==> config.mk <==
export PLATFORM = sky130hd
export DESIGN_NAME = core_run_ctrl
export DESIGN_NICKNAME = d
export VERILOG_FILES = /design/src/rtl/core_run_ctrl_pkg.sv /design/src/rtl/core_run_ctrl_key_debounce.sv /design/src/rtl/core_run_ctrl.sv
export SDC_FILE = /design/constraint.sdc
export NUM_CORES = 1
export LEC_CHECK = 0
export BUFFER_PORTS_ARGS = -buffer_cell sky130_fd_sc_hd__buf_2
export CELL_PAD_IN_SITES_DETAIL_PLACEMENT = 2
export CELL_PAD_IN_SITES_GLOBAL_PLACEMENT = 2
export CORE_MARGIN = 2
export CORE_UTILIZATION = 29
export CTS_CLUSTER_SIZE = 8
export DETAILED_ROUTE_END_ITERATION = 6
export PLACE_DENSITY = 0.91
export RECOVER_POWER = 100
export SYNTH_ARGS = -nofsm -noshare
export SYNTH_HDL_FRONTEND = slang
export SYNTH_SLANG_ARGS = --single-unit
==> constraint.sdc <==
create_clock -name clk -period 2.23 [get_ports clk]
set_input_delay 0.1115 -clock clk [delete_from_list [all_inputs] [get_ports clk]]
set_output_delay 0.1115 -clock clk [all_outputs]
set_load 0.005 [all_outputs]
==> src/rtl/core_run_ctrl_pkg.sv <==
// Shared state codes and constants for the core run/step/halt sequencer.
package core_run_ctrl_pkg;

  typedef enum logic [2:0] {
    ST_RST   = 3'd0,
    ST_RUN   = 3'd1,
    ST_PAUSE = 3'd2,
    ST_STEP  = 3'd3,
    ST_HALT  = 3'd4
  } run_state_e;

  localparam logic [31:0] EBREAK_INSTR        = 32'h00100073;
  localparam int          DEBOUNCE_CYCLES_DEF = 4;
  localparam int          RST_CYCLES_DEF      = 2;
  localparam int          CNT_W_DEF           = 32;

endpackage

==> src/rtl/core_run_ctrl_key_debounce.sv <==
// Push-button conditioning: 2-FF synchroniser, consecutive-sample debounce,
// and a single-cycle pulse when the debounced level rises.
module core_run_ctrl_key_debounce #(
  parameter int DEBOUNCE_CYCLES = 4
) (
  input  logic clk,
  input  logic rst_n,
  input  logic key,
  output logic key_evt
);

  localparam int CW = $clog2(DEBOUNCE_CYCLES + 1);

  logic          sync1_q, sync1_d;
  logic          sync2_q, sync2_d;
  logic          stable_q, stable_d;
  logic [CW-1:0] cnt_q, cnt_d;
  logic          evt_q, evt_d;

  always_comb begin
    sync1_d  = key;
    sync2_d  = sync1_q;
    stable_d = stable_q;
    cnt_d    = '0;
    evt_d    = 1'b0;
    // Any sample agreeing with the stable level restarts the run length.
    if (sync2_q != stable_q) begin
      if (cnt_q == CW'(DEBOUNCE_CYCLES - 1)) begin
        stable_d = sync2_q;
        evt_d    = sync2_q;
      end else begin
        cnt_d = cnt_q + 1'b1;
      end
    end
  end

  always_ff @(posedge clk) begin
    if (!rst_n) begin
      sync1_q  <= 1'b0;
      sync2_q  <= 1'b0;
      stable_q <= 1'b0;
      cnt_q    <= '0;
      evt_q    <= 1'b0;
    end else begin
      sync1_q  <= sync1_d;
      sync2_q  <= sync2_d;
      stable_q <= stable_d;
      cnt_q    <= cnt_d;
      evt_q    <= evt_d;
    end
  end

  assign key_evt = evt_q;

endmodule

==> src/rtl/core_run_ctrl.sv <==
// Run/step/halt sequencer: gates the core clock-enable, holds core reset after
// restart, stops on the halt opcode and counts enabled cycles.
module core_run_ctrl
  import core_run_ctrl_pkg::*;
#(
  parameter int          DEBOUNCE_CYCLES = DEBOUNCE_CYCLES_DEF,
  parameter int          RST_CYCLES      = RST_CYCLES_DEF,
  parameter logic [31:0] HALT_INSTR      = EBREAK_INSTR,
  parameter int          CNT_W           = CNT_W_DEF
) (
  input  logic             clk,
  input  logic             rst_n,
  input  logic             key,
  input  logic             mode_step,
  input  logic [15:0]      pc,
  input  logic [31:0]      instr,
  output logic             cpu_en,
  output logic             cpu_rst_n,
  output logic             halted,
  output logic [15:0]      halt_pc,
  output logic [CNT_W-1:0] cycle_cnt,
  output logic [2:0]       state
);

  localparam int RCW = $clog2(RST_CYCLES + 1);

  run_state_e       state_q, state_d;
  logic [RCW-1:0]   rst_cnt_q, rst_cnt_d;
  logic             cpu_rst_n_q, cpu_rst_n_d;
  logic [15:0]      halt_pc_q, halt_pc_d;
  logic [CNT_W-1:0] cycle_cnt_q, cycle_cnt_d;
  logic             key_evt;
  logic             halt_hit;

  core_run_ctrl_key_debounce #(
    .DEBOUNCE_CYCLES(DEBOUNCE_CYCLES)
  ) u_key_debounce (
    .clk    (clk),
    .rst_n  (rst_n),
    .key    (key),
    .key_evt(key_evt)
  );

  // The halting fetch is blocked in the same cycle so it never executes.
  assign halt_hit = (instr == HALT_INSTR);
  assign cpu_en   = ((state_q == ST_RUN) || (state_q == ST_STEP)) && !halt_hit;

  always_comb begin
    state_d     = state_q;
    rst_cnt_d   = rst_cnt_q;
    cpu_rst_n_d = cpu_rst_n_q;
    halt_pc_d   = halt_pc_q;
    cycle_cnt_d = cycle_cnt_q;
    if (cpu_en && (cycle_cnt_q != '1)) begin
      cycle_cnt_d = cycle_cnt_q + 1'b1;
    end
    // Key events outside RUN/PAUSE/HALT, or losing to halt_hit, are dropped.
    case (state_q)
      ST_RST: begin
        if (rst_cnt_q == RCW'(RST_CYCLES - 1)) begin
          state_d     = mode_step ? ST_PAUSE : ST_RUN;
          cpu_rst_n_d = 1'b1;
          rst_cnt_d   = '0;
        end else begin
          rst_cnt_d = rst_cnt_q + 1'b1;
        end
      end
      ST_RUN: begin
        if (halt_hit) begin
          state_d   = ST_HALT;
          halt_pc_d = pc;
        end else if (key_evt) begin
          state_d = ST_PAUSE;
        end
      end
      ST_PAUSE: begin
        if (key_evt) begin
          state_d = mode_step ? ST_STEP : ST_RUN;
        end
      end
      ST_STEP: begin
        if (halt_hit) begin
          state_d   = ST_HALT;
          halt_pc_d = pc;
        end else begin
          state_d = ST_PAUSE;
        end
      end
      ST_HALT: begin
        if (key_evt) begin
          state_d     = ST_RST;
          cpu_rst_n_d = 1'b0;
          rst_cnt_d   = '0;
          cycle_cnt_d = '0;
        end
      end
      default: begin
        state_d = ST_RST;
      end
    endcase
  end

  always_ff @(posedge clk) begin
    if (!rst_n) begin
      state_q     <= ST_RST;
      rst_cnt_q   <= '0;
      cpu_rst_n_q <= 1'b0;
      halt_pc_q   <= '0;
      cycle_cnt_q <= '0;
    end else begin
      state_q     <= state_d;
      rst_cnt_q   <= rst_cnt_d;
      cpu_rst_n_q <= cpu_rst_n_d;
      halt_pc_q   <= halt_pc_d;
      cycle_cnt_q <= cycle_cnt_d;
    end
  end

  assign cpu_rst_n = cpu_rst_n_q;
  assign halted    = (state_q == ST_HALT);
  assign halt_pc   = halt_pc_q;
  assign cycle_cnt = cycle_cnt_q;
  assign state     = state_q;

endmodule

==> impl_metrics.env <==
export IMPL_drt_vias_per_instance=5.170
export IMPL_syn_inst=333
export IMPL_synth_enable_flop_cells=0
export IMPL_hold_violations=0
export IMPL_max_cap_viol_count=0
export IMPL_yosysWarnings=0
export IMPL_min_period_over_period_pct=93.47
export IMPL_finClkSkew_ns=0.01112
export IMPL_dp_cells=577
export IMPL_crit_path_max_fanout=11
export IMPL_antenna_found_initial=0
export IMPL_cts_tree="done"
export IMPL_wirelength_mm=10.29
export IMPL_num_vias=3076
export IMPL_die_h_microns=106.2
export IMPL_timing_rr_start="cycle_cnt[4]"
export IMPL_instances_no_fill=595
export IMPL_drive_gt1_share_pct=33.99
export IMPL_fmaxAchievable_mhz=479.8
export IMPL_drc_errors=0
export IMPL_grt_pass1_vias=3386
export IMPL_drt_initial_drc_count=39
export IMPL_ir_drop_mv=0.2914
export IMPL_cts_buffers=9
export IMPL_place_congestion=0.8061
export IMPL_rsz0062_at_grt="true"
export IMPL_nets=509
export IMPL_crit_path_end_kind="register"
export IMPL_first_pass_iters=4
export IMPL_synthFlopType="dfxtp_1"
export IMPL_ant_nets=0
export IMPL_wl_per_cell_microns=17.29
export IMPL_ios=106
export IMPL_grt_max_degree=33
export IMPL_whs_endpoint="halt_pc[1]"
export IMPL_critical_path_class="reg -> reg"
export IMPL_h_tree_depth=3
export IMPL_async_flop_share_pct=0
export IMPL_leakage_nw=1.629
export IMPL_tightest_slew_ns=0.8266
export IMPL_register_area_sq_um=1221
export IMPL_diodes=0
export IMPL_slew_headroom_pct=44.78
export IMPL_multi_input_area_sq_um=1712
export IMPL_synth_cell_types=49
export IMPL_die_width_microns=106.2
export IMPL_finalSetupTns_ns=0
export IMPL_cts_root_buf="clkbuf_8"
export IMPL_hp_start="pc[1]"
export IMPL_status="completed"
export IMPL_grt_usage_pct=18.69
export IMPL_rows=37
export IMPL_hold_class="in -> reg"
export IMPL_cp_required_ns=2.51
export IMPL_syn_nets=388
export IMPL_grt_overflow_total=0
export IMPL_hold_path_cell_count=3
export IMPL_syn_area_per_cell_sq_um=9.089
export IMPL_clk_pin_slew_ns=0.08
export IMPL_area_delta_synth_final_pct=32.45
export IMPL_worstPathArrival_ns=2.36
export IMPL_hold_slack_ns=0.02030
export IMPL_ys_ff_latch=61
export IMPL_final_area_sq_um=4009
export IMPL_cellPowerDensity_nw_per_um2=576.5
export IMPL_dpl_hpwl_mm=7.689
export IMPL_regToRegEndpoint="cycle_cnt[25]"
export IMPL_layout_cells_most_common_list="105 x buf_2, 61 x dfxtp_1, 29 x mux2i_1, 26 x nand2_1"
export IMPL_synthesis_area_sq_um=3027
export IMPL_num_fill_cells=1185
export IMPL_rrSetupSlack_ns=0.15
export IMPL_rr_worst_depth=5
export IMPL_period_minus_slack_ns=2.084
export IMPL_core_area_sq_um=10230
export IMPL_dieArea_sq_um=11270
export IMPL_setup_viol=0
export IMPL_grt_pass1_wl_mm=16.93
export IMPL_start_util_pct=29.58
export IMPL_place_area_sq_um=3799
export IMPL_cp_start_kind="register"
export IMPL_seq_area_frac_synth_pct=40.35
export IMPL_final_common_cell="buf_2"
export IMPL_cts_sink_count=61
export IMPL_maxSlewViolCount=0
export IMPL_portBuffers=105
export IMPL_clk_latency_ns=0.35
export IMPL_clockBufferDepth=2
-- cells by family (layout without fill, tap and decap cells) --
logic type      after synthesis  count (layout)  synth area share (%)
xor+xnor                      1               1                0.2894
simple gates                158             158                 32.62
mux                          30              30                 9.963
compound gates               55              55                 11.82
fa+ha+maj                     3               3                 1.240
buf+inv                      25             151                 3.721
flops                        61              61                 40.35
-- metal layers --
metal / GRT usage [%] / wire length (microns) / part of all wire, % / up-vias
met5: 0 / 0 / 0 / -
met4: 4.887 / 117 / 1.1 / 0
met3: 4.537 / 415 / 4.0 / 12
met2: 35.35 / 5513 / 54 / 68
met1: 20.70 / 4241 / 41 / 1512
li1: - / - / - / 1484
-- how the worst max path moves through the flow --
stage | startpoint | end | slack (ns) | depth (start not counted)
2_1_floorplan | cycle_cnt[0] | cycle_cnt[12] | 0.30 | 7
3_3_place_gp | cycle_cnt[4] | cycle_cnt[13] | 0.22 | 5
3_5_place_dp | cycle_cnt[4] | cycle_cnt[13] | 0.12 | 5
4_1_cts | cycle_cnt[18] | cycle_cnt[25] | 0.05 | 5
5_1_grt | cycle_cnt[0] | cycle_cnt[18] | -0.02 | 6
6_report | cycle_cnt[4] | cycle_cnt[25] | 0.15 | 5
-- metrics by stage --
step	total power, mW	utilization [%]	setup WS (ns)
CTS	2.342	39.01	0.04531
global route	2.425	39.18	-0.01710
detailed placement	1.413	37.13	0.1243
finish	2.311	39.18	0.1456
global placement	1.394	37.13	0.2164
floorplan	1.292	-	0.2993
-- worst max-delay path: stages (launching register included) --
cell,delay (ns)
dfxtp_1,0.43
nand4_2,0.22
nor4_2,0.38
o211ai_2,0.27
or4_1,0.55
a21oi_1,0.15
-- where the power goes --
group	internal, mW	switching, mW	total (mW)
clock network	0.415	0.502	0.917
logic	0.109	0.136	0.246
registers	1.11	0.0339	1.15
total	1.64	0.672	2.31
-- flip-flops by register name, indices dropped and copies added (netlist names) --
signal,flops
halt_pc,16
cycle_cnt,32
state,3
u_key_debounce.key_evt,1
u_key_debounce.sync1_q,1
u_key_debounce.stable_q,1
cpu_rst_n,1
rst_cnt_q,2
u_key_debounce.sync2_q,1
u_key_debounce.cnt_q,3
-- synthesized netlist by cell type, types with 2 or more instances --
master	number	area share (%)
clkbuf_1	8	0.99
nor4_1	9	1.9
nor2b_1	21	4.3
and3_1	3	0.62
and2_1	6	1.2
a21oi_1	21	3.5
nand3b_1	2	0.50
and4b_1	2	0.66
mux2i_1	29	9.6
a21boi_0	2	0.50
o21ai_0	6	0.99
nor3b_1	2	0.50
o31ai_1	17	4.2
nor4b_1	3	0.87
buf_2	6	0.99
and4_1	4	1.2
ha_1	3	1.2
nor4bb_1	2	0.66
dfxtp_1	61	40
or4_1	17	4.2
nand2b_1	12	2.5
or3_1	2	0.41
nor2_1	9	1.1
nand2_1	26	3.2
nor3_1	10	1.7
nand4_1	6	1.2
inv_1	8	0.99
nand3_1	15	2.5
-- timing repair --
item	4_1_cts	5_1_grt
resized for setup	0	4
hold endpoints to repair	1	0
endpoints found under the setup margin	0	8
hold buffers	1	0
buffers inserted	0	1
-- final cells by class --
cell class	count	share of cell area (%)
multi-input cells	247	42.70
flip-flops and latches	61	30.46
repair buffers	127	17.29
well taps	136	4.245
clock buffers	9	3.090
clock inverters	7	1.467
inverters	8	0.7491
No activity file was read; power rests on OpenSTA's default activity.
